[src/rtl/div_unit_if.sv]
// div_unit_if: operand/result handshake bundle between the execute stage and div_unit.
interface div_unit_if #(
  parameter int unsigned WIDTH = 32
);
  logic               start;
  logic               signed_div;
  logic [WIDTH-1:0]   a;
  logic [WIDTH-1:0]   b;
  logic               annul;
  logic               busy;
  logic               ready;
  logic [2*WIDTH-1:0] result;

  modport master (
    output start, signed_div, a, b, annul,
    input  busy, ready, result
  );

  modport slave (
    input  start, signed_div, a, b, annul,
    output busy, ready, result
  );
endinterface

[src/rtl/div_unit.sv]
// div_unit: iterative radix-2 restoring divider for DIV/DIVU, returns {HI=rem, LO=quo}.
// Optional DIV_ZERO_FAST_EN: a zero divisor completes one cycle after acceptance.
module div_unit #(
  parameter int unsigned WIDTH = 32
) (
  input  logic        clk,
  input  logic        rst,
  div_unit_if.slave   div_if
);

  localparam int unsigned CNT_W = 6;
  localparam int unsigned RES_W = 2 * WIDTH;

  typedef enum logic [1:0] {
    S_IDLE = 2'd0,
    S_BUSY = 2'd1,
`ifdef DIV_ZERO_FAST_EN
    S_ZERO = 2'd3,
`endif
    S_DONE = 2'd2
  } state_e;

  state_e             state_q, state_d;
  logic [CNT_W-1:0]   cnt_q, cnt_d;
  logic [WIDTH-1:0]   rem_q, rem_d;
  logic [WIDTH-1:0]   quo_q, quo_d;
  logic [WIDTH-1:0]   absb_q, absb_d;
  logic [WIDTH-1:0]   a_q, a_d;
  logic               negq_q, negq_d;
  logic               negr_q, negr_d;
  logic               bz_q, bz_d;
  logic               busy_q, busy_d;
  logic               ready_q, ready_d;
  logic [RES_W-1:0]   result_q, result_d;

  logic [WIDTH:0]     rem_sh;
  logic               ge;
  logic [WIDTH-1:0]   diff;
  logic [WIDTH-1:0]   rem_n;
  logic [WIDTH-1:0]   quo_n;
  logic [WIDTH-1:0]   q_fix;
  logic [WIDTH-1:0]   r_fix;
  logic               sgn_a;
  logic               sgn_b;

  // One restoring step: shift {rem, quo}, subtract |b| when it fits.
  always_comb begin
    rem_sh = {rem_q, quo_q[WIDTH-1]};
    ge     = (rem_sh >= {1'b0, absb_q});
    diff   = rem_sh[WIDTH-1:0] - absb_q;
    rem_n  = ge ? diff : rem_sh[WIDTH-1:0];
    quo_n  = {quo_q[WIDTH-2:0], ge};
    q_fix  = negq_q ? -quo_n : quo_n;
    r_fix  = negr_q ? -rem_n : rem_n;
    sgn_a  = div_if.signed_div & div_if.a[WIDTH-1];
    sgn_b  = div_if.signed_div & div_if.b[WIDTH-1];
  end

  always_comb begin
    state_d  = state_q;
    cnt_d    = cnt_q;
    rem_d    = rem_q;
    quo_d    = quo_q;
    absb_d   = absb_q;
    a_d      = a_q;
    negq_d   = negq_q;
    negr_d   = negr_q;
    bz_d     = bz_q;
    busy_d   = 1'b0;
    ready_d  = 1'b0;
    result_d = result_q;

    case (state_q)
      S_IDLE: begin
        if (div_if.start && !div_if.annul) begin
          a_d     = div_if.a;
          negq_d  = sgn_a ^ sgn_b;
          negr_d  = sgn_a;
          bz_d    = (div_if.b == '0);
          quo_d   = sgn_a ? -div_if.a : div_if.a;
          absb_d  = sgn_b ? -div_if.b : div_if.b;
          rem_d   = '0;
          cnt_d   = '0;
          busy_d  = 1'b1;
          state_d = S_BUSY;
`ifdef DIV_ZERO_FAST_EN
          if (div_if.b == '0) begin
            state_d  = S_ZERO;
            ready_d  = 1'b1;
            result_d = {div_if.a, {WIDTH{1'b1}}};
          end
`endif
        end
      end

      S_BUSY: begin
        if (div_if.annul) begin
          state_d = S_IDLE;
        end else begin
          rem_d  = rem_n;
          quo_d  = quo_n;
          cnt_d  = cnt_q + CNT_W'(1);
          busy_d = 1'b1;
          // Final step: load the corrected result so ready and result land together in DONE.
          if (cnt_q == CNT_W'(WIDTH - 1)) begin
            state_d  = S_DONE;
            ready_d  = 1'b1;
            result_d = bz_q ? {a_q, {WIDTH{1'b1}}} : {r_fix, q_fix};
          end
        end
      end

      S_DONE:  state_d = S_IDLE;
`ifdef DIV_ZERO_FAST_EN
      S_ZERO:  state_d = S_IDLE;
`endif
      default: state_d = S_IDLE;
    endcase
  end

  always_ff @(posedge clk) begin
    if (rst) begin
      state_q  <= S_IDLE;
      cnt_q    <= '0;
      rem_q    <= '0;
      quo_q    <= '0;
      absb_q   <= '0;
      a_q      <= '0;
      negq_q   <= 1'b0;
      negr_q   <= 1'b0;
      bz_q     <= 1'b0;
      busy_q   <= 1'b0;
      ready_q  <= 1'b0;
      result_q <= '0;
    end else begin
      state_q  <= state_d;
      cnt_q    <= cnt_d;
      rem_q    <= rem_d;
      quo_q    <= quo_d;
      absb_q   <= absb_d;
      a_q      <= a_d;
      negq_q   <= negq_d;
      negr_q   <= negr_d;
      bz_q     <= bz_d;
      busy_q   <= busy_d;
      ready_q  <= ready_d;
      result_q <= result_d;
    end
  end

  assign div_if.busy   = busy_q;
  assign div_if.ready  = ready_q;
  assign div_if.result = result_q;

endmodule

[src/flat_wrapper.sv]
// flat-port wrapper written by rule: the top's interface ports become plain ports
module div_unit_flat 
#(
  parameter int unsigned WIDTH = 32
)
  (clk, rst, div_if_start, div_if_signed_div, div_if_a, div_if_b, div_if_annul, div_if_busy, div_if_ready, div_if_result);
  div_unit_if #(.WIDTH(WIDTH)) div_if_i ();
  input  logic clk;
  input  logic rst;
  input wire logic [$bits(div_if_i.start)-1:0] div_if_start;
  input wire logic [$bits(div_if_i.signed_div)-1:0] div_if_signed_div;
  input wire logic [$bits(div_if_i.a)-1:0] div_if_a;
  input wire logic [$bits(div_if_i.b)-1:0] div_if_b;
  input wire logic [$bits(div_if_i.annul)-1:0] div_if_annul;
  output wire logic [$bits(div_if_i.busy)-1:0] div_if_busy;
  output wire logic [$bits(div_if_i.ready)-1:0] div_if_ready;
  output wire logic [$bits(div_if_i.result)-1:0] div_if_result;
  assign div_if_i.start = div_if_start;
  assign div_if_i.signed_div = div_if_signed_div;
  assign div_if_i.a = div_if_a;
  assign div_if_i.b = div_if_b;
  assign div_if_i.annul = div_if_annul;
  assign div_if_busy = div_if_i.busy;
  assign div_if_ready = div_if_i.ready;
  assign div_if_result = div_if_i.result;
  div_unit #(.WIDTH(WIDTH)) u_core (.clk(clk), .rst(rst), .div_if(div_if_i));
endmodule
[config.mk]
export PLATFORM = sky130hd
export DESIGN_NAME = div_unit_flat
export DESIGN_NICKNAME = d
export VERILOG_FILES = /design/src/rtl/div_unit_if.sv /design/src/rtl/div_unit.sv /design/src/flat_wrapper.sv
export SDC_FILE = /design/constraint.sdc
export NUM_CORES = 1
export LEC_CHECK = 0
export CORE_AREA = 2 2 135 203
export CTS_BUF_LIST = sky130_fd_sc_hd__clkbuf_8
export CTS_CLUSTER_SIZE = 16
export DETAILED_ROUTE_END_ITERATION = 10
export DIE_AREA = 0 0 137 205
export PLACE_DENSITY = 0.71
export RECOVER_POWER = 25
export SLEW_MARGIN = 40
export SYNTH_ARGS = -nofsm -noshare
export SYNTH_HDL_FRONTEND = slang
export SYNTH_SLANG_ARGS = --single-unit
[constraint.sdc]
create_clock -name clk -period 8.36 [get_ports clk]
set_input_delay 1.672 -clock clk [delete_from_list [all_inputs] [get_ports clk]]
set_output_delay 1.672 -clock clk [all_outputs]
set_load 0.01 [all_outputs]
# Yosys cells after proc, flatten, opt, wreduce, memory -nomap -nowiden

Index checks and enable logic that the tools add are counted.

$add $sub $neg: 6
Multiply operators: 0
Div/mod/pow operators: 0
Order comparisons: 1
Eq/ne operators: 5
Shift-type cells: 0
Multiplexer cells: 23
Bitwise gates (word level): 5
Reductions and logical operators: 10

Operators by type and width:

| operator                                                                 | number |
|---|---|
| 32-bit 2-to-1 mux                                                        | 9 |
| 32-bit negator                                                           | 4 |
| 32-bit one-hot mux with 2 select lines                                   | 2 |
| 64-bit 2-to-1 mux                                                        | 1 |
| 33-bit by 32-bit greater-or-equal comparator with 1-bit output           | 1 |
| 32-bit zero test                                                         | 1 |
| 32-bit subtractor                                                        | 1 |
| 6-bit 2-to-1 mux                                                         | 2 |
| 6-bit one-hot mux with 2 select lines                                    | 1 |
| 6-bit by 1-bit adder with 6-bit output (second input constant)           | 1 |
| 6-bit by 5-bit equality test with 1-bit output (second input constant)   | 1 |
| 2-bit 2-to-1 mux                                                         | 3 |
| 3-bit AND reduction                                                      | 2 |
| 2-bit one-hot mux with 2 select lines                                    | 1 |
| 2-bit AND reduction                                                      | 2 |
| 1-bit 2-to-1 mux                                                         | 3 |
| 3-bit by 2-bit inequality test with 1-bit output (second input constant) | 1 |
| 3-bit OR reduction                                                       | 1 |
| 1-bit AND                                                                | 2 |
| 2-bit by 1-bit equality test with 1-bit output (second input constant)   | 1 |
| 2-bit zero test                                                          | 1 |
| 2-bit by 1-bit inequality test with 1-bit output (second input constant) | 1 |
| 2-bit inequality test (second input constant)                            | 1 |
| 1-bit NOT                                                                | 2 |
| 5 further kinds                                                          | 5 |

Bits in registers: 205
Bits in latches: 0
Bits in writable memories: 0
Memory bits (read-only): 0
Input bits: 69
Output and inout bits: 66
Logic and storage cells: 62
Memories: 0

# Longest topological paths before layout

Word-level depth: 5
Mapped depth: 23
Depth with buffers taken out: 18

# Worst setup path before layout

Ideal clock, no wire load.

Path kind: register -> register
Start point: reg u_core.absb_q[12]
End point: reg u_core.result_q[62], in the netlist u_core.div_if.result[62]
Setup time: 0.101 ns
Data arrival time: 4.563 ns
Setup slack: 3.696 ns
Stages on the path, launching flop included: 22
Clock period less this slack: 4.664 ns
Cells stage by stage: dfxtp_1 -> inv_1 -> ha_1 -> buf_4 -> and3_1 -> buf_2 -> nand2_1 -> a211o_1 -> a311o_4 -> nand2_8 -> buf_2 -> buf_1 -> clkbuf_1 -> nand2_1 -> o21ai_0 -> ha_1 -> nor3b_1 -> a32oi_1 -> or4_4 -> o21ai_1 -> xor2_1 -> o41ai_1

Longest elaborated chain between the ends: 5
Elaborated cells between the ends (all ways): 6
Classes of those cells: add/sub: 2; order compare: 1; mux: 3

Ends and longest elaborated chain:

| element                                                                                                    | line                           | RTL |
|---|---|---|
| start, declared                                                                                            | div_unit.sv:27                 | `logic [WIDTH-1:0] absb_q, absb_d;` |
| start signal, assigned                                                                                     | div_unit.sv:140                | `absb_q <= absb_d;` |
| 32-bit subtractor / 33-bit by 32-bit greater-or-equal comparator with 1-bit output (equally long branches) | div_unit.sv:50, div_unit.sv:49 |  |
| 32-bit 2-to-1 mux (*)                                                                                      | div_unit.sv:51                 | `rem_n = ge ? diff : rem_sh[WIDTH-1:0];` |
| 32-bit negator                                                                                             | div_unit.sv:54                 | `r_fix = negr_q ? -rem_n : rem_n;` |
| 32-bit 2-to-1 mux (*)                                                                                      | div_unit.sv:54                 |  |
| 64-bit 2-to-1 mux (*)                                                                                      | div_unit.sv:108                | `result_d = bz_q ? {a_q, {WIDTH{1'b1}}} : {r_fix, q_fix};` |
| end signal, assigned                                                                                       | div_unit.sv:147                | `result_q <= result_d;` |
| end, declared                                                                                              | div_unit.sv:34                 | `logic [RES_W-1:0] result_q, result_d;` |

Mark *: on every way between the ends. The rest lies on a longest branch, timed or not.
A chain may end at the register's enable or synchronous reset.

# Final worst setup path

Start point: in rst
End point: reg u_core.cnt_q[4]

RTL lines:

| element              | line              | RTL |
|---|---|---|
| start, declared      | flat_wrapper.sv:9 | `input logic rst;` |
| end signal, assigned | div_unit.sv:137   | `cnt_q <= cnt_d;` |
| end, declared        | div_unit.sv:24    | `logic [CNT_W-1:0] cnt_q, cnt_d;` |

No word-level cell between the ends.

==> load_flow_metrics.sql <==
INSERT INTO impl_metrics (metric_group, metric, value, unit) VALUES
('logic_synthesis', 'synth_warnings', '0', ''),
('global_routing', 'vias_in_the_first_global_route', '12564', ''),
('place', 'gpl.final_weighted_congestion', '0.934', ''),
('cts', 'postCtsSetupBuffers', '0', ''),
('setup_path', 'slowest_stage', 'sky130_fd_sc_hd__clkbuf_1', ''),
('logic_synthesis', 'syn_nets', '1831', ''),
('cts', 'cts.root.buffer_cell', 'sky130_fd_sc_hd__clkbuf_8', ''),
('finish', 'area_growth_from_synthesis_to_layout', '16.2', '%'),
('setup_path', 'timing.critical_path.cells', 'buf_6 > clkbuf_1 > nor3_1', ''),
('logic_synthesis', 'synth_largest_type_area_fraction', '31.6', '%'),
('logic_synthesis', 'most_used_flip_flop_cell_after_synthesis', 'sky130_fd_sc_hd__dfxtp_1', ''),
('run_status', 'outcome', 'finished, violations left', ''),
('setup_path', 'timing.critical_path.fanout_max', '106', ''),
('min_path', 'holdCritStartpoint', 'u_core.a_q[12]', ''),
('min_path', 'holdCritPathClass', 'flop to flop', ''),
('power_and_ir_drop', 'combPwrFrac', '21.7', '%'),
('cts', 'clk_pin_slew_worst_paths', '60', 'ps'),
('sta', 'timing.final.crit_share', '68.3', '%'),
('finish', 'antenna_cells_inserted', '0', ''),
('power_and_ir_drop', 'p_per_area', '165', 'mW/mm2'),
('global_routing', 'global_route_wire_length_before_repair', '66.5', 'mm'),
('setup_path', 'r2r_startpoint', 'u_core.rem_q[2]', ''),
('finish', 'instances_no_fill', '2152', ''),
('sta', 'slew_violations', '237', ''),
('logic_synthesis', 'synth_seq_area_share', '31.6', '%'),
('flow_run', 'maxCapViolations', '3', ''),
('routing', 'dr.first_iter.drc_count', '830', ''),
('place', 'dp_hpwl', '31.2', 'mm'),
('logic_synthesis', 'ys_ff_latch', '205', ''),
('logic_synthesis', 'synth_async_sr_flop_share', '0', '%'),
('sta', 'fmaxAchievable', '0.175', 'GHz'),
('place', 'dp.cells', '2092', ''),
('sta', 'worstMarginPinSlew', '4720', 'ps'),
('setup_path', 'critical_path.top_delay_family', 'buffers and inverters', ''),
('sta', 'clock_skew', '27.3', 'ps'),
('setup_path', 'critical_path_depth', '3', ''),
('logic_synthesis', 'synth-xor-area-share', '8.69', '%'),
('floorplanning', 'die_w', '137', 'um'),
('logic_synthesis', 'synth.distinct_cells', '80', ''),
('setup_path', 'r2r_setup_slack', '3370', 'ps'),
('power_and_ir_drop', 'clock_power_share', '36.8', '%'),
('min_path', 'worstHoldPathCells', '2', ''),
('logic_synthesis', 'postSynthCellCount', '1724', ''),
('logic_synthesis', 'ys_top_cells_by_area', 'sky130_fd_sc_hd__dfxtp_1 32%, sky130_fd_sc_hd__nand2_1 7.0%, sky130_fd_sc_hd__a21oi_1 6.0%, sky130_fd_sc_hd__nor2_1 5.8%, sky130_fd_sc_hd__xor2_1 5.5%', ''),
('logic_synthesis', 'yosys-mux-area-fraction', '1.73', '%'),
('setup_path', 'rr_worst_depth', '14', ''),
('power_and_ir_drop', 'worst_vdd_rail_ir_drop', '0.137', 'mV'),
('cts', 'holdBufCountCts', '0', ''),
('global_routing', 'grt_start_max_net_pins', '107', ''),
('cts', 'insertion_delay', '550', 'ps'),
('sta', 'finalSetupViolations', '0', ''),
('logic_synthesis', 'synth_top_family_by_area', 'compound AO/OA/AOI/OAI gates', ''),
('setup_path', 'critical_path.reg2reg.endpoint', 'u_core.div_if.result[62]', ''),
('sta', 'setup_repair_after_global_routing_missed_its_margin', 'false', ''),
('sta', 'setup_total_negative_slack', '0', 'ps'),
('power_and_ir_drop', 'static-leakage-power', '5.54', 'nW'),
('setup_path', 'setup.worst_path.start_class', 'primary input', ''),
('floorplanning', 'initial_utilization', '49.4', '%'),
('run_status', 'violations', 'capacitance limit, slew limit', ''),
('setup_path', 'critPathLaunch', 'rst', ''),
('setup_path', 'critical_path.max_stage_delay', '3340', 'ps'),
('cts', 'cts_htree_levels', '2', ''),
('setup_path', 'timing.critical_path.to_type', 'flop', ''),
('floorplanning', 'core.rowCount', '73', ''),
('cts', 'clockBufferDepth', '3', ''),
('routing', 'final_antenna_net_count', '0', ''),
('setup_path', 'arrival', '5940', 'ps'),
('setup_path', 'critPathKind', 'primary input to flop', ''),
('logic_synthesis', 'netlist_area', '0.0130', 'mm2'),
('setup_path', 'critPathBufInv', '2', ''),
('floorplanning', 'core', '0.0263', 'mm2');
## metal layers
metal | vias up | global-route usage, % | part of all wire (%) | wire length [um]
li1 | 6368 | - | - | -
met1 | 6203 | 33.2 | 38 | 16200
met2 | 408 | 52.6 | 50 | 21100
met3 | 127 | 3.84 | 4.2 | 1780
met4 | 0 | 21.0 | 7.9 | 3340
met5 | - | 0 | 0 | 0
## placed cells by master (no fill, tap or decap), types with 4 or more instances in the layout
| cell type | netlist | final |
|---|---|---|
| sky130_fd_sc_hd__a21oi_1 | 156 | 156 |
| sky130_fd_sc_hd__a21o_1 | 12 | 12 |
| sky130_fd_sc_hd__nor4_1 | 16 | 16 |
| sky130_fd_sc_hd__o21ai_1 | 6 | 6 |
| sky130_fd_sc_hd__mux2_2 | 4 | 4 |
| sky130_fd_sc_hd__ha_1 | 37 | 37 |
| sky130_fd_sc_hd__a22oi_1 | 53 | 53 |
| sky130_fd_sc_hd__nor2b_1 | 6 | 6 |
| sky130_fd_sc_hd__o31ai_1 | 28 | 28 |
| sky130_fd_sc_hd__dfxtp_1 | 205 | 204 |
| sky130_fd_sc_hd__nor2_1 | 202 | 200 |
| sky130_fd_sc_hd__o21a_1 | 8 | 8 |
| sky130_fd_sc_hd__a311oi_1 | 12 | 12 |
| sky130_fd_sc_hd__nand3_1 | 22 | 22 |
| sky130_fd_sc_hd__buf_4 | 4 | 9 |
| sky130_fd_sc_hd__nand4_1 | 15 | 15 |
| sky130_fd_sc_hd__clkdlybuf4s50_1 | 0 | 109 |
| sky130_fd_sc_hd__mux2i_1 | 18 | 18 |
| sky130_fd_sc_hd__o211a_1 | 5 | 5 |
| sky130_fd_sc_hd__clkinv_2 | 0 | 6 |
| sky130_fd_sc_hd__nand2_1 | 241 | 241 |
| sky130_fd_sc_hd__clkbuf_8 | 0 | 46 |
| sky130_fd_sc_hd__and3_1 | 8 | 8 |
| sky130_fd_sc_hd__xnor2_1 | 47 | 47 |
| sky130_fd_sc_hd__and4_1 | 7 | 7 |
| sky130_fd_sc_hd__or4_1 | 14 | 14 |
| sky130_fd_sc_hd__o21ai_0 | 78 | 78 |
| sky130_fd_sc_hd__dlygate4sd3_1 | 0 | 24 |
| sky130_fd_sc_hd__o211ai_1 | 19 | 19 |
| sky130_fd_sc_hd__a31oi_1 | 13 | 13 |
| sky130_fd_sc_hd__xor2_1 | 82 | 82 |
| sky130_fd_sc_hd__nor3_1 | 53 | 52 |
| sky130_fd_sc_hd__or3_1 | 14 | 14 |
| sky130_fd_sc_hd__and2_1 | 11 | 10 |
| sky130_fd_sc_hd__inv_1 | 46 | 52 |
| sky130_fd_sc_hd__a211o_1 | 4 | 4 |
| sky130_fd_sc_hd__a211oi_1 | 72 | 72 |
| sky130_fd_sc_hd__nand2b_1 | 9 | 9 |
| sky130_fd_sc_hd__o41ai_1 | 16 | 16 |
| sky130_fd_sc_hd__nand3b_1 | 4 | 4 |
## sequential cells by signal, indices dropped and copies added, names as in the netlist
register	count
u_core.div_if.result	64
u_core.absb_q	32
u_core.bz_q	1
u_core.state_q	2
u_core.cnt_q	6
u_core.div_if.ready	1
u_core.negq_q	1
u_core.quo_q	32
u_core.a_q	32
u_core.rem_q	32
u_core.negr_q	1
u_core.div_if.busy	1
## cell type report
class	count	area, um2
Inverter	48	183
Timing Repair Buffer	146	1420
Clock buffer	46	633
Tap cell	337	422
Multi-Input combinational cell	1356	8270
Clock inverter	14	68.8
Sequential cell	205	4110
Fill cell	2561	11200
## worst min-delay path, stage by stage (launching register included)
cell	delay [ps]
sky130_fd_sc_hd__dfxtp_1	310
sky130_fd_sc_hd__nand2_1	50
sky130_fd_sc_hd__a21oi_1	50
## logic make-up after synthesis
| family | count (synthesis) |
|---|---|
| simple gates | 647 |
| xor+xnor | 129 |
| mux | 22 |
| buf+inv | 163 |
| compound gates | 520 |
| flops | 205 |
| fa+ha+maj | 38 |
## power groups by stage
stage               logic [mW]  registers (mW)  clock network, mW
global route             0.585            1.03              0.976
finish                   0.539            1.03              0.916
floorplan                0.363            1.04                  0
detailed placement       0.527            1.05                  0
CTS                      0.531            1.03              0.931
global placement         0.523            1.05                  0
## worst max-delay path by stage
stage,slack (ps),end
finish,2650,u_core.cnt_q[4]
global route,2150,u_core.cnt_q[5]
CTS,3440,u_core.div_if.result[62]
detailed placement,3210,u_core.quo_q[31]
global placement,3260,u_core.quo_q[31]
floorplan,3700,u_core.div_if.result[62]
## metrics by stage
step / power, mW / worst slack [ps] / area [um2] / utilization [%] / hold slack [ps]
detailed placement: 1.58 / 3210 / 14400 / 54.8 / 448
finish: 2.49 / 2650 / 15100 / 57.4 / 454
floorplan: 1.41 / 3700 / 13000 / - / 431
global route: 2.60 / 2150 / 15100 / 57.4 / 473
CTS: 2.49 / 3440 / 15100 / 57.5 / 456
global placement: 1.57 / 3260 / 14400 / 54.8 / 443
## synth_stat cells, drive strengths merged (9+ instances only)
cell type / n
a211oi: 72
a21o: 12
a21oi: 157
a22oi: 53
a311oi: 12
a31oi: 13
and2: 11
buf: 28
clkbuf: 87
dfxtp: 205
ha: 37
inv: 47
mux2i: 18
nand2: 243
nand2b: 9
nand3: 22
nand4: 15
nor2: 202
nor3: 53
nor4: 17
o211ai: 19
o21ai: 84
o31ai: 28
o41ai: 16
or3: 15
or4: 15
xnor2: 47
xor2: 82
No activity file was read; power rests on OpenSTA's default activity.
